$ cat config.mk
export PLATFORM = sky130hd
export DESIGN_NAME = oversample_filter
export DESIGN_NICKNAME = d
export VERILOG_FILES = /design/src/rtl/oversample_filter_pkg.sv /design/src/rtl/oversample_filter.sv
export SDC_FILE = /design/constraint.sdc
export NUM_CORES = 1
export LEC_CHECK = 0
export CAP_MARGIN = 20
export CELL_PAD_IN_SITES_DETAIL_PLACEMENT = 0
export CELL_PAD_IN_SITES_GLOBAL_PLACEMENT = 1
export CORE_ASPECT_RATIO = 0.75
export CORE_MARGIN = 2
export CORE_UTILIZATION = 49
export CTS_CLUSTER_SIZE = 16
export DETAILED_ROUTE_END_ITERATION = 7
export HOLD_SLACK_MARGIN = 0.06
export PLACE_DENSITY_LB_ADDON = 0.2
export SLEW_MARGIN = 15
export SYNTH_ARGS = -nofsm -noshare
export SYNTH_HDL_FRONTEND = slang
export SYNTH_SLANG_ARGS = --single-unit
$ cat constraint.sdc
create_clock -name clk_in -period 4.95 [get_ports clk_in]
set_clock_uncertainty 0.05 [all_clocks]
set_input_delay 0.7425 -clock clk_in [delete_from_list [all_inputs] [get_ports clk_in]]
set_output_delay 0.7425 -clock clk_in [all_outputs]
set_load 0.05 [all_outputs]
$ cat src/rtl/oversample_filter_pkg.sv
// Shared types and helpers for the oversampling boxcar filter.
// Pure declarations: no latency, no flow control.
// Backpressure: not applicable.
package oversample_filter_pkg;

  typedef enum logic {
    ST_RUN  = 1'b0,
    ST_PEND = 1'b1
  } upd_state_t;

  // Index of the final sample in a window of 2^os samples.
  function automatic int unsigned win_last_idx(input int unsigned os);
    return (32'd1 << os) - 32'd1;
  endfunction

endpackage

$ cat src/rtl/oversample_filter.sv
// Averages 2^os consecutive signed samples, one mean strobe per completed window.
// Latency: mean strobes two edges after the final sample is presented.
// Backpressure: none; accepts a sample every cycle, sustains one output per cycle.
module oversample_filter
  import oversample_filter_pkg::*;
#(
  parameter int W_IN    = 16,
  parameter int W_OUT   = 18,
  parameter int OS_W    = 3,
  parameter int OS_INIT = 0
) (
  input  logic             clk_in,
  input  logic             reset_in,
  input  logic [W_IN-1:0]  data_in,
  input  logic             data_valid_in,
  input  logic [OS_W-1:0]  os_in,
  input  logic             update_en_in,
  input  logic             update_in,
  input  logic             clear_in,
  output logic [W_OUT-1:0] data_out,
  output logic             data_valid_out
);

  localparam int MAX_OS = 2**OS_W - 1;
  localparam int W_ACC  = W_IN + MAX_OS;

  if (W_OUT < W_IN) begin : g_bad_width
    $error("oversample_filter: W_OUT must be >= W_IN");
  end

  logic signed [W_ACC-1:0] acc;
  logic signed [W_ACC-1:0] sum_s1;
  logic signed [W_ACC-1:0] data_ext;
  logic signed [W_ACC-1:0] mean_s1;
  logic [MAX_OS-1:0]       cnt;
  logic [OS_W-1:0]         os_act;
  logic [OS_W-1:0]         os_pend;
  logic [OS_W-1:0]         os_s1;
  logic                    s1_valid;
  upd_state_t              state;

  logic last_smp;
  logic sample;
  logic upd;
  logic apply;

  assign data_ext = {{MAX_OS{data_in[W_IN-1]}}, data_in};
  assign last_smp = (cnt == MAX_OS'(win_last_idx(32'(os_act))));
  assign sample   = data_valid_in && !clear_in;
  assign upd      = update_in && update_en_in;
  // Ratio may only switch on a window boundary so windows never mix ratios.
  assign apply    = data_valid_in ? last_smp : (cnt == '0);
  assign mean_s1  = sum_s1 >>> os_s1;

  // Accumulator and first pipeline stage.
  always_ff @(posedge clk_in or negedge reset_in) begin
    if (!reset_in) begin
      acc      <= '0;
      cnt      <= '0;
      sum_s1   <= '0;
      os_s1    <= OS_W'(OS_INIT);
      s1_valid <= 1'b0;
    end else if (clear_in) begin
      acc      <= '0;
      cnt      <= '0;
      s1_valid <= 1'b0;
    end else if (sample) begin
      if (last_smp) begin
        sum_s1   <= acc + data_ext;
        os_s1    <= os_act;
        s1_valid <= 1'b1;
        acc      <= '0;
        cnt      <= '0;
      end else begin
        acc      <= acc + data_ext;
        cnt      <= cnt + 1'b1;
        s1_valid <= 1'b0;
      end
    end else begin
      s1_valid <= 1'b0;
    end
  end

  // Output stage: data_out holds between strobes and across a clear.
  always_ff @(posedge clk_in or negedge reset_in) begin
    if (!reset_in) begin
      data_out       <= '0;
      data_valid_out <= 1'b0;
    end else if (clear_in) begin
      data_valid_out <= 1'b0;
    end else begin
      data_valid_out <= s1_valid;
      if (s1_valid) begin
        data_out <= W_OUT'(mean_s1);
      end
    end
  end

  // Ratio update FSM; a newer request while pending replaces the older one.
  always_ff @(posedge clk_in or negedge reset_in) begin
    if (!reset_in) begin
      state   <= ST_RUN;
      os_act  <= OS_W'(OS_INIT);
      os_pend <= OS_W'(OS_INIT);
    end else if (!clear_in) begin
      case (state)
        ST_RUN: begin
          if (upd) begin
            os_pend <= os_in;
            state   <= ST_PEND;
          end
        end
        ST_PEND: begin
          if (upd) begin
            os_pend <= os_in;
          end else if (apply) begin
            os_act <= os_pend;
            state  <= ST_RUN;
          end
        end
        default: state <= ST_RUN;
      endcase
    end
  end

endmodule
==> results of run 1 <==
## where the power goes
part / switching (mW) / total (mW) / internal (mW)
Clock: 0.276 / 0.634 / 0.358
Sequential: 0.296 / 1.21 / 0.916
Combinational: 0.967 / 1.78 / 0.817
## area by class of cell
type                            instances  area share [%]
Tap cell                              136            2.84
Clock buffer                           12            4.11
Multi-Input combinational cell        398            48.7
Inverter                               14           0.897
Clock inverter                          4           0.563
Timing Repair Buffer                   48            8.22
Sequential cell                        83            34.6
## cell usage after synthesis, types with 10 or more instances
cell type | count | share of area, %
dfrtp_1 | 83 | 40
nand2_1 | 76 | 5.5
o21ai_0 | 37 | 3.6
a21oi_1 | 27 | 2.6
mux2i_1 | 25 | 4.8
a22o_1 | 24 | 4.1
ha_1 | 24 | 5.8
clkbuf_1 | 18 | 1.3
mux2_2 | 17 | 3.7
nor2_1 | 17 | 1.2
nor2b_1 | 13 | 1.6
xnor2_1 | 13 | 2.2
inv_1 | 12 | 0.87
a211oi_1 | 11 | 1.6
mux4_2 | 10 | 4.3
nand3_1 | 10 | 0.97
xor2_1 | 10 | 1.7
## stage by stage
stage | instances | worst slack (ns)
after floorplan | 525 | 1.96
after global placement | 677 | 1.26
after detailed placement | 677 | 1.21
after CTS | 693 | 1.54
after global routing | 695 | 1.44
final | 695 | 1.52
## sequential cells by signal, summed over array words and instances (netlist names)
signal          cells
acc                23
s1_valid            1
cnt                 7
sum_s1             23
os_act              3
os_pend             3
data_out           18
data_valid_out      1
os_s1               3
state               1
## worst min-delay path by stage
stage | depth (start not counted) | slack [ns] | endpoint
global route | 1 | 0.34 | os_act[2]
CTS | 1 | 0.33 | cnt[5]
detailed placement | 2 | 0.42 | data_out[13]
floorplan | 0 | 0.40 | acc[0]
finish | 1 | 0.31 | os_act[2]
global placement | 2 | 0.41 | data_out[14]
## worst max-delay path, delay by kind of cell
family                   cells  cell delay (ns)
XOR/XNOR                     1             0.29
buffers and inverters        1             0.79
adder cells (fa/ha/maj)      1             0.39
AO/OA/AOI/OAI                5             1.12
multiplexers                 1             0.27
## metal layers
metal	share of wire (%)	vias to the layer above	track usage, %
met5	0	-	0
met4	0.73	0	4.69
met3	4.2	6	5.18
met2	41	83	31.4
met1	54	1936	34.1
li1	-	1985	-
## logic make-up after synthesis
| kind of cell | share of synthesized area [%] |
|---|---|
| AND/OR/NAND/NOR | 14.0 |
| AO/OA/AOI/OAI | 18.7 |
| flip-flops | 40.1 |
| multiplexers | 13.2 |
| buffers and inverters | 3.60 |
| adder cells (fa/ha/maj) | 6.18 |
| XOR/XNOR | 4.32 |
==> summary.md, run 1 <==
| Metric | Value |
|---|---|
| Status | `complete, no violations` |
| Initial drt markers | `233` |
| Critical Path, Cell by Cell | `clkdlybuf4s50_1, ha_1, a21o_1, a21o_1, o21a_1, o21a_1, a311oi_2, xnor3_1, mux2_2` |
| Post-Syn Instances | `525` |
| R2r startpoint | `acc[0]` |
| Storage element area | `2080 um2` |
| Post-cts resize count | `0` |
| Fin area | `6000 um2` |
| WS Path Type | `in2reg` |
| Clock-pin slew on the worst setup and hold paths | `0.06 ns` |
| Synth Warn # | `0` |
| Chip width | `123 um` |
| Fin. max-slew vios | `0` |
| Fin util | `58.3%` |
| Vias in the first global route | `3,943` |
| Sequential-to-total area share from yosys stat | `40.1%` |
| Data required, critical path | `5.12 ns` |
| Startpoint types | `input pin` |
| Power Total | `3.63 mW` |
| Filler instances | `919` |
| Die Height | `93.1 um` |
| Share of cells above drive strength 1 | `10.6%` |
| Mapped Avg Cell Area | `9.88 um2` |
| Setup Buffers After CTS | `0` |
| Routed WL | `11,700 um` |
| Drt wl/cell | `16.8 um` |
| Final Hold Viols | `0` |
| Placed inst area | `5680 um2` |
| Max cap viols | `0` |
| Most frequent cells in the layout | `dfrtp_1, nand2_1, clkdlybuf4s50_1` |
| Post-synth EDFFs | `0` |
| Layout Nets | `604` |
| Crit end category | `flip-flop` |
| Syn nets | `575` |
| Unique masters post-synth | `61` |
| Worst IR Drop VDD | `0.000209 V` |
| Power per standard cell area | `605 nW/um2` |
| DIE AREA | `11,400 um2` |
| Clock root cell | `clkbuf_16` |
| Core ar. | `10,300 um2` |
| Post-synth ARST share | `100%` |
| Reg-to-reg slack, setup | `2.05 ns` |
| Final min period | `3.43 ns` |
| Leak pwr | `2.66 nW` |
| DRC | `0` |
| Area Overhead vs Synth | `15.7%` |
| Final setup fails | `0` |
| Initial core utilization | `50.4%` |
| Antenna cells | `0` |
| Fin crit share | `69.3%` |
| Area taken by multi-input logic gates | `2920 um2` |
| Total track usage | `22.1%` |
| HPWL Detailed | `8550 um` |
| Final Wtd Congestion | `0.825` |
| Overflow after GRT | `0` |
| Main synth FF type | `dfrtp_1` |
| R2R cell count | `9` |
| Relative slew slack | `33.1%` |
| DRT Pass-1 Iters | `5` |
| Worst Setup SP | `data_in[15]` |
| Number of placement rows | `32` |
| CTS tree | `yes` |
| Initial antenna violation count | `0` |
| Largest net degree at the start of global routing | `50` |
| Setup TNS | `0 ns` |
| Clock Latency Late Sink | `0.34 ns` |
| Number of CTS-inserted buffers | `9` |
| IO Count | `44` |
| WHS | `0.313 ns` |
| Clock Path Buffers | `2` |
| Post-synthesis sequential element count | `83` |
| Post-DRT Antenna Nets | `0` |
| Max stage delay on crit path | `0.79 ns` |
| CP endpoint | `sum_s1[22]` |
| Via count | `4,010` |
| Hold Buf Count CTS | `0` |
| CTS Sinks | `83` |
| Crit path DAT | `3.61 ns` |
| RSZ-0062 raised after global routing | `no` |
| Post-Syn Area | `5180 um2` |
| Tightest Hold Check Type | `in2async` |
| F_max | `291 MHz` |
| Reg-to-reg endpoint | `sum_s1[22]` |
| Port bufs | `43` |
| CTS H-Tree Depth | `3` |
| Slowest CP cell | `clkdlybuf4s50_1` |
| CP Max Fanout | `11` |
| Slew @ Worst Pin | `1.00 ns` |
| Commonest non-fill, non-tap cell in the layout | `dfrtp_1` |
| First-pass GRT wire length | `19,800 um` |
| DR vias/cell | `5.77` |
Power figures use the tool's default switching activity.
==> inputs of run 2 (changes only) <==
--- a/config.mk
+++ b/config.mk
@@ -10,7 +10,7 @@
 export CELL_PAD_IN_SITES_GLOBAL_PLACEMENT = 1
 export CORE_ASPECT_RATIO = 0.75
 export CORE_MARGIN = 2
-export CORE_UTILIZATION = 49
+export CORE_UTILIZATION = 41
 export CTS_CLUSTER_SIZE = 16
 export DETAILED_ROUTE_END_ITERATION = 7
 export HOLD_SLACK_MARGIN = 0.06
==> constraint.sdc (replaced) <==
create_clock -name clk_in -period 3 [get_ports clk_in]
set_clock_uncertainty 0.05 [all_clocks]
set_input_delay 0.45 -clock clk_in [delete_from_list [all_inputs] [get_ports clk_in]]
set_output_delay 0.45 -clock clk_in [all_outputs]
set_load 0.05 [all_outputs]
==> summary.md, run 2 (same netlist as run 1, synthesis figures left out) <==
| Metric | Value |
|---|---|
| Fin. max-slew vios | `0 (unchanged)` |
| DR vias/cell | `5.43 (-5.9%)` |
| Share of cells above drive strength 1 | `16.4% (+5.9 points)` |
| Port bufs | `43 (unchanged)` |
| Initial core utilization | `42.1% (-8.3 points)` |
| Leak pwr | `2.85 nW (+7.3%)` |
| Total track usage | `19.3% (-2.9 points)` |
| Drt wl/cell | `16.1 um (-4.4%)` |
| Via count | `4,136 (+3.1%)` |
| Final Hold Viols | `0 (unchanged)` |
| CTS H-Tree Depth | `3 (unchanged)` |
| Worst IR Drop VDD | `0.000487 V (+130%)` |
| CTS tree | `yes` |
| Max cap viols | `0 (unchanged)` |
| Status | `complete, no violations` |
| DIE AREA | `13,600 um2 (+19%)` |
| Crit end category | `flip-flop` |
| Initial drt markers | `243 (+4.3%)` |
| Tightest Hold Check Type | `in2async` |
| IO Count | `44 (unchanged)` |
| Most frequent cells in the layout | `dfrtp_1, nand2_1, clkdlybuf4s50_1` |
| DRC | `0 (unchanged)` |
| Final setup fails | `0 (unchanged)` |
| F_max | `353 MHz` |
| Vias in the first global route | `4,005 (+1.6%)` |
| Overflow after GRT | `0 (unchanged)` |
| HPWL Detailed | `8990 um (+5.2%)` |
| Fin util | `51.5% (-6.8 points)` |
| Antenna cells | `0 (unchanged)` |
| Routed WL | `12,300 um (+4.8%)` |
| Slew @ Worst Pin | `0.761 ns (-0.242 ns)` |
| Chip width | `134 um (+9.0%)` |
| Power per standard cell area | `992 nW/um2 (+64%)` |
| RSZ-0062 raised after global routing | `no` |
| Clock-pin slew on the worst setup and hold paths | `0.07 ns (about the same)` |
| Die Height | `101 um (+8.9%)` |
| DRT Pass-1 Iters | `5 (unchanged)` |
| First-pass GRT wire length | `20,700 um (+4.8%)` |
| Crit path DAT | `3.07 ns (-0.54 ns)` |
| Initial antenna violation count | `0 (unchanged)` |
| Final min period | `2.83 ns` |
| Filler instances | `1,143 (+24%)` |
| Largest net degree at the start of global routing | `84 (+68%)` |
| Reg-to-reg slack, setup | `0.31 ns (-1.74 ns)` |
| Startpoint types | `input pin` |
| R2r startpoint | `acc[0]` |
| WHS | `0.115 ns (-0.198 ns)` |
| WS Path Type | `in2reg` |
| Clock Path Buffers | `2 (unchanged)` |
| Area taken by multi-input logic gates | `2930 um2 (+0.21%)` |
| Reg-to-reg endpoint | `sum_s1[17]` |
| Commonest non-fill, non-tap cell in the layout | `dfrtp_1` |
| CP Max Fanout | `4 (-7)` |
| Clock Latency Late Sink | `0.34 ns (about the same)` |
| Storage element area | `2080 um2 (unchanged)` |
| Worst Setup SP | `data_in[0]` |
| Final Wtd Congestion | `0.887 (+7.5%)` |
| Layout Nets | `641 (+6.1%)` |
| CP endpoint | `sum_s1[17]` |
| Core ar. | `12,300 um2 (+20%)` |
| Power Total | `6.28 mW (+73%)` |
| Data required, critical path | `3.23 ns (-1.89 ns)` |
| Area Overhead vs Synth | `22.1%` |
| Largest registers | `acc: 23 flops, sum_s1: 23 flops, data_out: 18 flops` |
| R2R cell count | `9 (unchanged)` |
| Fin crit share | `94.5%` |
| Number of placement rows | `35 (+9.4%)` |
| CTS Sinks | `83 (unchanged)` |
| Clock root cell | `clkbuf_16` |
| Number of CTS-inserted buffers | `9 (unchanged)` |
| Relative slew slack | `49.3% (+16 points)` |
| Post-DRT Antenna Nets | `0 (unchanged)` |
| Setup TNS | `0 ns (unchanged)` |
## run 2: layout make-up
| class | count | area share [%] |
|---|---|---|
| Sequential cell | 83 | 32.8 |
| Tap cell | 166 | 3.28 |
| Clock inverter | 4 | 0.889 |
| Inverter | 14 | 0.850 |
| Timing Repair Buffer | 85 | 11.9 |
| Clock buffer | 12 | 4.05 |
| Multi-Input combinational cell | 398 | 46.3 |
## run 2: stage by stage
stage | setup WS, ns | instances | area, um2
CTS | 0.0729 | 761 | 6310
detailed placement | -0.279 | 745 | 6000
finish | 0.165 | 762 | 6330
global route | 0.0105 | 762 | 6330
floorplan | 0.299 | 525 | 5180
global placement | -0.267 | 745 | 6000
## run 2: worst min-delay path by stage
stage                 startpoint            to  slack, ns  cells past startpoint
floorplan               reset_in        acc[0]       0.10                      0
global placement    data_out[11]  data_out[11]       0.41                      2
detailed placement  data_out[16]  data_out[16]       0.42                      2
CTS                     reset_in    os_pend[2]       0.31                      1
global route            reset_in    os_pend[2]       0.17                      1
finish                  reset_in    os_pend[2]       0.11                      1
## run 2: where the power goes
group          total (mW)  switching [mW]  internal [mW]
Clock                1.16           0.464          0.697
Combinational        3.21            1.74           1.47
Sequential           1.90           0.392           1.51
Total                6.28            2.60           3.68
## run 2: timing repair
action | CTS | global route
endpoints found under the hold margin | 0 | 0
endpoints found under the setup margin | 0 | 2
hold buffers | 0 | 0
gates resized for setup | 0 | 1
setup buffers | 0 | 0
## run 2: per-layer routing
metal  routed length [um]  part of all wire [%]  track usage [%]  up-vias
li1                     -                     -                -     2053
met5                    0                     0                0        -
met1                 6800                    55             29.6     1993
met2                 4980                    41             27.7       86
met4                   57                  0.46             5.32        0
met3                  424                   3.5             3.70        4
## run 2: worst max-delay path: stages
cell	delay, ns
clkdlybuf4s50_1	0.41
ha_1	0.23
buf_4	0.15
a211oi_2	0.22
o21bai_1	0.14
o41a_1	0.40
a211oi_2	0.35
o21bai_1	0.14
xor2_1	0.36
mux2_2	0.23
==> inputs of run 3 (changes only) <==
--- a/config.mk
+++ b/config.mk
@@ -10,7 +10,7 @@
 export CELL_PAD_IN_SITES_GLOBAL_PLACEMENT = 1
 export CORE_ASPECT_RATIO = 0.75
 export CORE_MARGIN = 2
-export CORE_UTILIZATION = 41
+export CORE_UTILIZATION = 49
 export CTS_CLUSTER_SIZE = 16
 export DETAILED_ROUTE_END_ITERATION = 7
 export HOLD_SLACK_MARGIN = 0.06
==> constraint.sdc (replaced) <==
create_clock -name clk_in -period 3.28 [get_ports clk_in]
set_clock_uncertainty 0.05 [all_clocks]
set_input_delay 0.492 -clock clk_in [delete_from_list [all_inputs] [get_ports clk_in]]
set_output_delay 0.492 -clock clk_in [all_outputs]
set_load 0.05 [all_outputs]
==> summary.md, run 3 (same netlist as run 1, synthesis figures left out) <==
| Metric | Value |
|---|---|
| Core ar. | `10,300 um2 (-16%)` |
| DR vias/cell | `5.83 (+7.5%)` |
| Leak pwr | `2.69 nW (-5.7%)` |
| Worst IR Drop VDD | `0.000363 V (-26%)` |
| Vias in the first global route | `3,871 (-3.3%)` |
| Commonest non-fill, non-tap cell in the layout | `dfrtp_1` |
| Top Usage Layer GRT | `met1` |
| Port bufs | `43 (unchanged)` |
| Fin crit share | `91.5%` |
| Fin. max-slew vios | `0 (unchanged)` |
| Storage element area | `2080 um2 (unchanged)` |
| Data required, critical path | `3.46 ns (+0.23 ns)` |
| Status | `complete, no violations` |
| Share of power burned in registers | `32.4% (+2.1 points)` |
| Die Height | `93.1 um (-8.2%)` |
| Reg-to-reg slack, setup | `0.47 ns (+0.16 ns)` |
| Antenna cells | `0 (unchanged)` |
| Final Hold Viols | `0 (unchanged)` |
| Largest net degree at the start of global routing | `84 (unchanged)` |
| Clock root cell | `clkbuf_16` |
| Layout Nets | `610 (-4.8%)` |
| WHS | `0.0399 ns (-0.0748 ns)` |
| Max cap viols | `0 (unchanged)` |
| Pint | `3.16 mW (-14%)` |
| Setup Buffers After CTS | `0 (unchanged)` |
| Post-DRT Antenna Nets | `0 (unchanged)` |
| Clk network pwr share | `17.1% (-1.4 points)` |
| Initial drt markers | `257 (+5.8%)` |
| R2R cell count | `9 (unchanged)` |
| Setup slack at placement | `-0.0813 ns (+0.198 ns)` |
| Chip width | `123 um (-8.3%)` |
| CTS tree | `yes` |
| Total track usage | `22.1% (+2.8 points)` |
| Drt wl/cell | `16.6 um (+2.9%)` |
| Routed WL | `11,600 um (-5.3%)` |
| Via count | `4,089 (-1.1%)` |
| Clock-pin slew on the worst setup and hold paths | `0.06 ns (about the same)` |
| Number of placement rows | `32 (-8.6%)` |
| Met1 usage | `33.9% (+4.3 points)` |
| DRC | `0 (unchanged)` |
| Relative slew slack | `54.0% (+4.8 points)` |
| Area Overhead vs Synth | `16.9%` |
| Crit end category | `flip-flop` |
| Filler instances | `857 (-25%)` |
| Tightest Hold Check Type | `in2async` |
| F_max | `333 MHz` |
| Number of CTS-inserted buffers | `9 (unchanged)` |
| Initial core utilization | `50.4% (+8.3 points)` |
| Reg-to-reg endpoint | `sum_s1[22]` |
| Final min period | `3.00 ns` |
| CTS H-Tree Depth | `3 (unchanged)` |
| R2r startpoint | `acc[0]` |
| WS Path Type | `in2reg` |
| Startpoint types | `input pin` |
| Crit path DAT | `3.18 ns (+0.11 ns)` |
| Clock Path Buffers | `2 (unchanged)` |
| Switching power | `2.34 mW (-9.7%)` |
| RSZ-0062 raised after global routing | `no` |
| CTS Sinks | `83 (unchanged)` |
| DRT Pass-1 Iters | `4 (-1)` |
| Switching share of power | `42.6% (+1.3 points)` |
| Combinational share of power | `50.5% (-0.7 points)` |
| Clock Latency Late Sink | `0.34 ns (about the same)` |
| Final Wtd Congestion | `0.886 (about the same)` |
| CP Max Fanout | `3 (-1)` |
| Share of cells above drive strength 1 | `11.7% (-4.8 points)` |
| Largest registers | `acc: 23 flops, sum_s1: 23 flops, data_out: 18 flops` |
| HPWL Detailed | `8370 um (-6.9%)` |
| DIE AREA | `11,400 um2 (-16%)` |
| Met3 usage | `4.82% (+1.1 points)` |
| Hold Buf Count CTS | `0 (unchanged)` |
| IO Count | `44 (unchanged)` |
| Final setup fails | `0 (unchanged)` |
| Overflow after GRT | `0 (unchanged)` |
| Most frequent cells in the layout | `dfrtp_1, nand2_1, clkdlybuf4s50_1` |
| Final WS setup | `0.279 ns (+0.114 ns)` |
| Slew @ Worst Pin | `0.689 ns (-0.0724 ns)` |
| Post-cts resize count | `0 (unchanged)` |
| Area taken by multi-input logic gates | `2920 um2 (-0.21%)` |
| Global-route met2 utilization | `30.6% (+2.9 points)` |
| Power per standard cell area | `908 nW/um2 (-8.4%)` |
| Initial antenna violation count | `0 (unchanged)` |
| First-pass GRT wire length | `19,700 um (-4.9%)` |
[run 3: cell count changes in the layout (fill, tap and decap cells not counted), sizes merged]
cell,change
clkinv,+1
buf,-31
clkinvlp,+2
bufinv,-1
clkbuf,-2
[run 3: per-stage QoR]
stage          setup TNS, ns  std cells  instance area [um2]  utilization (%)  total power, mW
2_1_floorplan              0        525                 5180                -             3.78
3_3_place_gp         -0.0131        682                 5710             55.5             4.45
3_5_place_dp          -0.117        683                 5730             55.7             4.50
4_1_cts                    0        699                 6010             58.4             5.48
5_1_grt                    0        701                 6060             58.9             5.93
6_report                   0        701                 6060             58.9             5.50
[run 3: final cells by class]
type	count	share of cell area [%]
timing repair buffer	54	9.21
multi-input combinational	398	48.2
clock buffer	10	3.78
sequential	83	34.3
inverter	14	0.888
clock inverter	6	0.826
tap	136	2.81
[run 3: worst max path at each step]
stage | from | endpoint | slack (ns) | cells past startpoint
after floorplan | data_in[0] | sum_s1[22] | 0.54 | 9
after global placement | data_in[0] | sum_s1[22] | -0.01 | 10
after detailed placement | data_in[0] | sum_s1[22] | -0.08 | 10
after CTS | data_in[0] | sum_s1[22] | 0.28 | 10
after global routing | data_in[0] | acc[22] | 0.14 | 11
final | data_in[0] | sum_s1[22] | 0.28 | 10
[run 3: critical path: stages]
cell             delay (ns)
clkdlybuf4s50_1        0.40
ha_1                   0.23
fa_1                   0.41
a21oi_1                0.19
nor2_1                 0.08
o2111ai_1              0.34
nand4_1                0.16
a311oi_2               0.34
xnor3_1                0.27
mux2_2                 0.26
[run 3: metal layers]
layer,vias up,wire length (um)
met2,126,4710
met5,-,0
met4,0,172
li1,1997,-
met1,1948,5980
met3,18,746
[run 3: power groups by stage]
stage | logic, mW | clock network [mW] | registers [mW]
global route | 3.06 | 1.02 | 1.85
floorplan | 1.86 | 0 | 1.92
finish | 2.78 | 0.944 | 1.78
CTS | 2.69 | 0.967 | 1.82
global placement | 2.63 | 0 | 1.82
detailed placement | 2.67 | 0 | 1.84
